## config.mk

```make
export PLATFORM = sky130hd
export DESIGN_NAME = apb_slave_mem_flat
export DESIGN_NICKNAME = d
export VERILOG_FILES = /design/src/rtl/apb_pkg.sv /design/src/rtl/apb_slave_mem_if.sv /design/src/rtl/apb_slave_decode.sv /design/src/rtl/apb_slave_mem.sv /design/src/flat_wrapper.sv
export SDC_FILE = /design/constraint.sdc
export NUM_CORES = 2
export LEC_CHECK = 0
export BUFFER_PORTS_ARGS = -buffer_cell sky130_fd_sc_hd__buf_2
export CORE_MARGIN = 1
export CORE_UTILIZATION = 37
export CTS_BUF_LIST = sky130_fd_sc_hd__clkbuf_4 sky130_fd_sc_hd__clkbuf_8
export CTS_CLUSTER_SIZE = 20
export DETAILED_ROUTE_END_ITERATION = 6
export PLACE_DENSITY_LB_ADDON = 0.25
export SKIP_CTS_REPAIR_TIMING = 1
export SLEW_MARGIN = 10
export SYNTH_ARGS = -nofsm -noshare
export SYNTH_HDL_FRONTEND = slang
export SYNTH_SLANG_ARGS = --single-unit
```

## constraint.sdc

```tcl
create_clock -name clk -period 3.3 [get_ports clk]
set_clock_uncertainty 0.15 [all_clocks]
set_input_delay 0.165 -clock clk [delete_from_list [all_inputs] [get_ports clk]]
set_output_delay 0.165 -clock clk [all_outputs]
set_load 0.005 [all_outputs]
```

## src/rtl/apb_pkg.sv

```systemverilog
// Shared types and defaults for the APB register-memory completer.
package apb_pkg;

    localparam int unsigned APB_ADDR_WIDTH = 32;
    localparam int unsigned APB_DATA_WIDTH = 32;
    localparam int unsigned BYTES          = APB_DATA_WIDTH / 8;

    typedef enum logic [1:0] {
        IDLE,
        WAIT,
        DONE
    } state_e;

    // Error causes, listed in decode priority order.
    typedef enum logic [2:0] {
        ERR_NONE,
        ERR_RANGE,
        ERR_ALIGN,
        ERR_PROT,
        ERR_RSTRB
    } err_cause_e;

endpackage

```

## src/rtl/apb_slave_mem_if.sv

```systemverilog
// APB4 bus bundle between the master bridge and the register-memory completer.
interface apb_slave_mem_if #(
    parameter int unsigned AW = 32,
    parameter int unsigned DW = 32
);
    logic              psel;
    logic              penable;
    logic [AW-1:0]     paddr;
    logic              pwrite;
    logic [DW-1:0]     pwdata;
    logic [DW/8-1:0]   pstrb;
    logic [2:0]        pprot;
    logic              pready;
    logic [DW-1:0]     prdata;
    logic              pslverr;

    modport master (
        output psel, penable, paddr, pwrite, pwdata, pstrb, pprot,
        input  pready, prdata, pslverr
    );

    modport slave (
        input  psel, penable, paddr, pwrite, pwdata, pstrb, pprot,
        output pready, prdata, pslverr
    );
endinterface

```

## src/rtl/apb_slave_decode.sv

```systemverilog
// Address decode: word index plus range/alignment/protection/read-strobe fault detection.
module apb_slave_decode #(
    parameter int unsigned             APB_ADDR_WIDTH = 32,
    parameter int unsigned             APB_DATA_WIDTH = 32,
    parameter int unsigned             MEM_DEPTH      = 64,
    parameter logic [APB_ADDR_WIDTH-1:0] BASE_ADDR    = '0,
    parameter int unsigned             SECURE_WORDS   = 4,
    parameter int unsigned             PROT_CHECK     = 1
) (
    input  logic [APB_ADDR_WIDTH-1:0]   i_addr,
    input  logic                        i_write,
    input  logic [APB_DATA_WIDTH/8-1:0] i_strb,
    input  logic                        i_nonsec,
    output logic [$clog2(MEM_DEPTH)-1:0] o_idx,
    output logic                        o_err,
    output apb_pkg::err_cause_e         o_cause
);
    import apb_pkg::*;

    localparam int unsigned LANES = APB_DATA_WIDTH / 8;
    localparam int unsigned AL    = $clog2(LANES);
    localparam int unsigned IDX_W = $clog2(MEM_DEPTH);
    localparam logic [APB_ADDR_WIDTH-1:0] SPAN       = APB_ADDR_WIDTH'(MEM_DEPTH * LANES);
    localparam logic [APB_ADDR_WIDTH-1:0] ALIGN_MASK = APB_ADDR_WIDTH'(LANES - 1);
    localparam logic [APB_ADDR_WIDTH-1:0] SEC_LIMIT  = APB_ADDR_WIDTH'(SECURE_WORDS);

    logic                      w_borrow;
    logic [APB_ADDR_WIDTH-1:0] w_off;
    logic [APB_ADDR_WIDTH-1:0] w_word;
    logic                      w_range_ok;
    logic                      w_misalign;
    logic                      w_prot_bad;

    // Borrow out of the subtraction flags addresses below the base.
    always_comb begin
        {w_borrow, w_off} = {1'b0, i_addr} - {1'b0, BASE_ADDR};
        w_word     = w_off >> AL;
        w_range_ok = !w_borrow && (w_off < SPAN);
        w_misalign = (i_addr & ALIGN_MASK) != '0;
        w_prot_bad = (PROT_CHECK != 0) && i_nonsec && (w_word < SEC_LIMIT);

        o_cause = ERR_NONE;
        if (!w_range_ok)                  o_cause = ERR_RANGE;
        else if (w_misalign)              o_cause = ERR_ALIGN;
        else if (w_prot_bad)              o_cause = ERR_PROT;
        else if (!i_write && i_strb != '0) o_cause = ERR_RSTRB;

        o_err = (o_cause != ERR_NONE);
        o_idx = IDX_W'(w_word);
    end

endmodule

```

## src/rtl/apb_slave_mem.sv

```systemverilog
// APB4 completer terminating the bus into a word-addressed register memory with wait states.
module apb_slave_mem #(
    parameter int unsigned               APB_ADDR_WIDTH = apb_pkg::APB_ADDR_WIDTH,
    parameter int unsigned               APB_DATA_WIDTH = apb_pkg::APB_DATA_WIDTH,
    parameter int unsigned               MEM_DEPTH      = 64,
    parameter logic [APB_ADDR_WIDTH-1:0] BASE_ADDR      = '0,
    parameter int unsigned               WAIT_CYCLES    = 2,
    parameter int unsigned               SECURE_WORDS   = 4,
    parameter int unsigned               PROT_CHECK     = 1
) (
    input  logic            clk,
    input  logic            rstn,
    apb_slave_mem_if.slave  bus
);
    import apb_pkg::*;

    localparam int unsigned LANES     = APB_DATA_WIDTH / 8;
    localparam int unsigned IDX_W     = $clog2(MEM_DEPTH);
    localparam logic [3:0]  WAIT_LOAD = 4'(WAIT_CYCLES);

    state_e                     r_state;
    logic [3:0]                 r_cnt;
    logic                       r_write;
    logic [APB_DATA_WIDTH-1:0]  r_wdata;
    logic [LANES-1:0]           r_strb;
    logic [IDX_W-1:0]           r_idx;
    err_cause_e                 r_cause;
    logic                       r_pready;
    logic                       r_pslverr;
    logic [APB_DATA_WIDTH-1:0]  r_prdata;
    logic [APB_DATA_WIDTH-1:0]  r_mem [MEM_DEPTH];

    logic [IDX_W-1:0]           w_idx;
    logic                       w_err;
    err_cause_e                 w_cause;
    logic                       w_setup;
    logic                       w_access;
    logic                       w_cap_err;

    apb_slave_decode #(
        .APB_ADDR_WIDTH (APB_ADDR_WIDTH),
        .APB_DATA_WIDTH (APB_DATA_WIDTH),
        .MEM_DEPTH      (MEM_DEPTH),
        .BASE_ADDR      (BASE_ADDR),
        .SECURE_WORDS   (SECURE_WORDS),
        .PROT_CHECK     (PROT_CHECK)
    ) u_decode (
        .i_addr   (bus.paddr),
        .i_write  (bus.pwrite),
        .i_strb   (bus.pstrb),
        .i_nonsec (bus.pprot[1]),
        .o_idx    (w_idx),
        .o_err    (w_err),
        .o_cause  (w_cause)
    );

    assign w_setup   = bus.psel && !bus.penable;
    assign w_access  = bus.psel && bus.penable;
    assign w_cap_err = (r_cause != ERR_NONE);

    assign bus.pready  = r_pready;
    assign bus.pslverr = r_pslverr;
    assign bus.prdata  = r_prdata;

    // Transfer FSM; the memory write commits only on a completed, fault-free DONE cycle.
    always_ff @(posedge clk or negedge rstn) begin
        if (!rstn) begin
            r_state   <= IDLE;
            r_cnt     <= '0;
            r_write   <= 1'b0;
            r_wdata   <= '0;
            r_strb    <= '0;
            r_idx     <= '0;
            r_cause   <= ERR_NONE;
            r_pready  <= 1'b0;
            r_pslverr <= 1'b0;
            r_prdata  <= '0;
            for (int i = 0; i < MEM_DEPTH; i++) r_mem[i] <= '0;
        end else begin
            case (r_state)
                IDLE: begin
                    if (w_setup) begin
                        r_write <= bus.pwrite;
                        r_wdata <= bus.pwdata;
                        r_strb  <= bus.pstrb;
                        r_idx   <= w_idx;
                        r_cause <= w_cause;
                        if (WAIT_CYCLES == 0) begin
                            r_state   <= DONE;
                            r_pready  <= 1'b1;
                            r_pslverr <= w_err;
                            r_prdata  <= (w_err || bus.pwrite) ? '0 : r_mem[w_idx];
                        end else begin
                            r_cnt   <= WAIT_LOAD;
                            r_state <= WAIT;
                        end
                    end
                end
                WAIT: begin
                    if (!w_access) begin
                        r_state <= IDLE;
                        r_cnt   <= '0;
                    end else if (r_cnt == 4'd1) begin
                        r_cnt     <= '0;
                        r_state   <= DONE;
                        r_pready  <= 1'b1;
                        r_pslverr <= w_cap_err;
                        r_prdata  <= (w_cap_err || r_write) ? '0 : r_mem[r_idx];
                    end else begin
                        r_cnt <= r_cnt - 4'd1;
                    end
                end
                DONE: begin
                    r_state   <= IDLE;
                    r_pready  <= 1'b0;
                    r_pslverr <= 1'b0;
                    r_prdata  <= '0;
                    if (w_access && r_write && !w_cap_err) begin
                        for (int b = 0; b < LANES; b++) begin
                            if (r_strb[b]) r_mem[r_idx][b*8 +: 8] <= r_wdata[b*8 +: 8];
                        end
                    end
                end
                default: r_state <= IDLE;
            endcase
        end
    end

endmodule
```

## src/flat_wrapper.sv

```systemverilog
// flat-port wrapper written by rule: the top's interface ports become plain ports
module apb_slave_mem_flat import apb_pkg::*;
#(
    parameter int unsigned               APB_ADDR_WIDTH = apb_pkg::APB_ADDR_WIDTH,
    parameter int unsigned               APB_DATA_WIDTH = apb_pkg::APB_DATA_WIDTH,
    parameter int unsigned               MEM_DEPTH      = 64,
    parameter logic [APB_ADDR_WIDTH-1:0] BASE_ADDR      = '0,
    parameter int unsigned               WAIT_CYCLES    = 2,
    parameter int unsigned               SECURE_WORDS   = 4,
    parameter int unsigned               PROT_CHECK     = 1
)
  (clk, rstn, bus_psel, bus_penable, bus_paddr, bus_pwrite, bus_pwdata, bus_pstrb, bus_pprot, bus_pready, bus_prdata, bus_pslverr);
  apb_slave_mem_if bus_i ();
  input  logic clk;
  input  logic rstn;
  input wire logic [$bits(bus_i.psel)-1:0] bus_psel;
  input wire logic [$bits(bus_i.penable)-1:0] bus_penable;
  input wire logic [$bits(bus_i.paddr)-1:0] bus_paddr;
  input wire logic [$bits(bus_i.pwrite)-1:0] bus_pwrite;
  input wire logic [$bits(bus_i.pwdata)-1:0] bus_pwdata;
  input wire logic [$bits(bus_i.pstrb)-1:0] bus_pstrb;
  input wire logic [$bits(bus_i.pprot)-1:0] bus_pprot;
  output wire logic [$bits(bus_i.pready)-1:0] bus_pready;
  output wire logic [$bits(bus_i.prdata)-1:0] bus_prdata;
  output wire logic [$bits(bus_i.pslverr)-1:0] bus_pslverr;
  assign bus_i.psel = bus_psel;
  assign bus_i.penable = bus_penable;
  assign bus_i.paddr = bus_paddr;
  assign bus_i.pwrite = bus_pwrite;
  assign bus_i.pwdata = bus_pwdata;
  assign bus_i.pstrb = bus_pstrb;
  assign bus_i.pprot = bus_pprot;
  assign bus_pready = bus_i.pready;
  assign bus_prdata = bus_i.prdata;
  assign bus_pslverr = bus_i.pslverr;
  apb_slave_mem #(.APB_ADDR_WIDTH(APB_ADDR_WIDTH), .APB_DATA_WIDTH(APB_DATA_WIDTH), .MEM_DEPTH(MEM_DEPTH), .BASE_ADDR(BASE_ADDR), .WAIT_CYCLES(WAIT_CYCLES), .SECURE_WORDS(SECURE_WORDS), .PROT_CHECK(PROT_CHECK)) u_core (.clk(clk), .rstn(rstn), .bus(bus_i));
endmodule
```

==> impl_metrics.csv <==
group,metric,value,unit
status,status,"finished with violations",
status,violations,"setup timing",
floorplan,num_rows,188,
clock_tree,tritoncts,"built",
yosys,ys_types,54,
floorplan,die_w,516.5,µm
global_route,grtUsageMet3,0.04247,
setup_path,r2r-start,"u_core.r_idx[2]",
floorplan,fp.dieArea,266800,µm²
drt,drc,0,
yosys,synth-edff-count,0,
floorplan,start_util,0.3728,
yosys,syn_area,97950,µm²
power,power_frac_comb,0.283,
drt,viasPerCell,5.584,
global_route,grt-ovfl-total,0,
power,vdd_drop_max,830.0,µV
setup_path,crit_start,"u_core.r_idx[2]",
finish,finalNetCount,8212,
global_route,grt_pass1_wl,461.1,mm
sta,fin_ws,-0.8602,ps
sta,min_period_over_period,1.000,
global_route,met2_usage,0.3589,
setup_path,critPathMaxFanout,33,
setup_path,rrSetupSlack,-0.9,ps
placement,dpl.cell_count,11160,
yosys,synth_cells,7632,
clock_tree,clockBufferDepth,4,
setup_path,critPathArrivalTime,3970,ps
setup_path,worstPathRequired,3970,ps
yosys,syn_area_per_cell,12.83,µm²
finish,drive_above_1_share,0.4205,
worst_hold_path,whs_path_depth,4,
yosys,synth_top_area_share,0.5452,
placement,portBuffers,107,
yosys,yosys_warnings,0,
finish,multiInputGateArea,41370,µm²
yosys,yosys-top-cells-area,"dfrtp_1 (55%), mux2_2 (22%), mux2i_1 (4.9%)",
clock_tree,clock_latency,1000,ps
global_route,track_usage,0.2302,
power,power_density,665.8,nW/µm²
drt,via_count,66560,
worst_hold_path,hold_start,"bus_penable",
yosys,synth_nets,7713,
setup_path,crit_type,"flop to flop",
yosys,async_reset_ff_frac,1.000,
global_route,met1_usage,0.3199,
clock_tree,clkSinkCount,2134,
yosys,yosysSeqAreaShare,0.5452,
drt,post_drt_wl_per_cell,26.02,µm
sta,grt_setup_unrepaired,"yes",
setup_path,r2r-end,"u_core.bus.prdata[19]",
power,p_seq_frac,0.386,
drt,wl,310.2,mm
yosys,ys_seq_elements,2134,
global_route,antenna_found_initial,15,
finish,register_area,53450,µm²
floorplan,fp.dieH,516.5,µm
flow_run,maxCapViolations,0,
power,swShare,0.3765,
drt,drt-pass1-iter-count,6,
sta,fmax,0.3030,GHz
floorplan,core,262700,µm²
sta,period_needed,3301,ps
floorplan,ios,110,
sta,tightest_slew,1204,ps
sta,slew_headroom,0.1974,
setup_path,crit_path_end,"u_core.bus.prdata[19]",
clock_tree,cts-root-buf,"clkbuf_8",
clock_tree,clkTransAtPathRegs,60,ps
global_route,grt_pass1_vias,68320,
setup_path,end_kind,"flop",
placement,place.gp.congestion,0.8564,
clock_tree,cts-htree-levels,5,
sta,maxSlewViolCount,0,
global_route,grt_max_degree,106,
finish,fillCellCount,24120,
sta,finalSetupViolCount,1,
power,pwr-share-clk,0.331,
finish,fin_cells,11920,
drt,drtIter0Drc,4922,
drt,ant_nets,0,
setup_path,worstSetupStartpointType,"flop",
global_route,gr-max-usage-layer,"met2",
placement,dp_slack,-167.1,ps
power,intPower,47.89,mW
power,p_leak,54.49,nW
power,power_switching,28.92,mW
sta,final_hold_viol_count,0,
yosys,synth_area_leader_cell,"dfrtp_1",
clock_tree,cts_buffers,369,
worst_hold_path,hp-class,"primary input to flop",
finish,syn2layout_area_growth,17.79,%
yosys,synth_top_flop_cell,"dfrtp_1",
placement,hpwl,205.9,mm
setup_path,reg2reg_depth,10,
## how the worst min path moves through the flow
| stage | endpoint |
|---|---|
| after CTS | u_core.r_mem[1422] |
| after floorplan | u_core.bus.prdata[0] |
| after global routing | u_core.r_cnt[1] |
| after global placement | u_core.r_mem[1677] |
| final | u_core.r_cnt[1] |
| after detailed placement | u_core.r_mem[1773] |
## through the flow
stage	total power [mW]	cell area, µm²	hold WS [ps]	util	TNS [ps]
finish	76.81	115400	20.54	0.4391	-0.8602
global route	79.79	115400	17.19	0.4391	-67.15
CTS	77.02	114200	-1025	0.4345	-2354
detailed placement	51.43	106400	85.09	0.4049	-1408
global placement	51.29	106400	93.08	0.4049	-1740
floorplan	39.99	97950	-280.6	-	0
## power groups by stage
| stage | Clock [mW] | Sequential (mW) | Combinational, mW |
|---|---|---|---|
| finish | 25.4 | 29.7 | 21.7 |
| global route | 27.2 | 29.8 | 22.8 |
| CTS | 26.0 | 29.7 | 21.4 |
| detailed placement | 0 | 30.1 | 21.3 |
| global placement | 0 | 30.1 | 21.2 |
| floorplan | 0 | 27.3 | 12.6 |
## metal layers
layer,vias up,wire length [µm],part of all wire
li1,29030,-,-
met1,35100,139100,0.45
met2,1910,142100,0.46
met3,509,18030,0.058
met4,2,10940,0.035
met5,-,13,0.000042
## sequential cells by signal, summed over array words and instances, names as in the netlist
signal              flops
u_core.bus.prdata      32
u_core.r_wdata         32
u_core.r_cnt            4
u_core.r_state          2
u_core.bus.pslverr      1
u_core.r_strb           4
u_core.r_write          1
u_core.r_cause          3
u_core.r_mem         2048
u_core.r_idx            6
u_core.bus.pready       1
## layout by cell type, fill, tap and decap left out, types with 33 or more instances in the layout
cell type,instances
nor2_1,68
buf_4,407
buf_12,146
o21ai_0,240
a22o_1,33
o22ai_1,128
o32ai_1,192
clkbuf_4,131
o22a_1,96
dlygate4sd3_1,108
mux2_2,1938
a221oi_1,320
buf_2,106
mux2i_1,480
dfrtp_1,2100
nor2_4,85
inv_1,196
nor2_2,81
nand2_1,612
clkbuf_8,461
o31ai_1,95
## cells by family after synthesis
| kind of cell | Yosys count | share of synthesized area |
|---|---|---|
| xor+xnor | 2 | 0.0001789 |
| simple gates | 953 | 0.04752 |
| mux | 2427 | 0.2729 |
| compound gates | 1274 | 0.09922 |
| fa+ha+maj | 5 | 0.0006387 |
| buf+inv | 837 | 0.03434 |
| flops | 2134 | 0.5452 |
## synth_stat cells, types with 2 or more instances
cell type     n
nor2b_1       3
or2_1         8
o22ai_1     128
buf_1        64
buf_2       132
buf_4        15
o21ai_0     240
a22o_1       33
xor2_1        2
and2_1        6
o2111ai_1    32
or2_2         7
mux2_2     1938
dfrtp_1    2134
ha_1          5
a2111oi_0    32
a21oi_1       4
o21ai_1      32
nor4_1        8
nand2b_1      5
nor2_1       72
nor3b_1       2
o32ai_1     192
nor2_2       79
mux2i_1     480
nor3_1        7
nand2_2      20
clkbuf_1    429
nor2_4       83
and3b_1       2
mux2_1        9
nand2_1     621
o21a_1       32
inv_1       196
o31ai_1      97
a221oi_1    320
o221a_2      32
o22a_1       96
nand3_1      18
nand3b_1      3
## worst max-delay path: stages (launching register included)
cell and delay [ps]:
dfrtp_4 550, buf_12 290, buf_12 270, mux2_2 370, nand2_1 70, o221a_2 230
o2111ai_1 250, buf_4 250, a2111oi_0 400, buf_4 190, o21ai_1 50
## final cells by class
class | instances | area share
multi-input cells | 4661 | 0.3586
repair buffers | 768 | 0.06602
inverters | 197 | 0.006453
well taps | 3515 | 0.03812
clock inverters | 48 | 0.003893
flip-flops and latches | 2134 | 0.4633
diodes | 5 | 0.0001084
clock buffers | 592 | 0.06352
No activity file was read; power rests on OpenSTA's default activity.
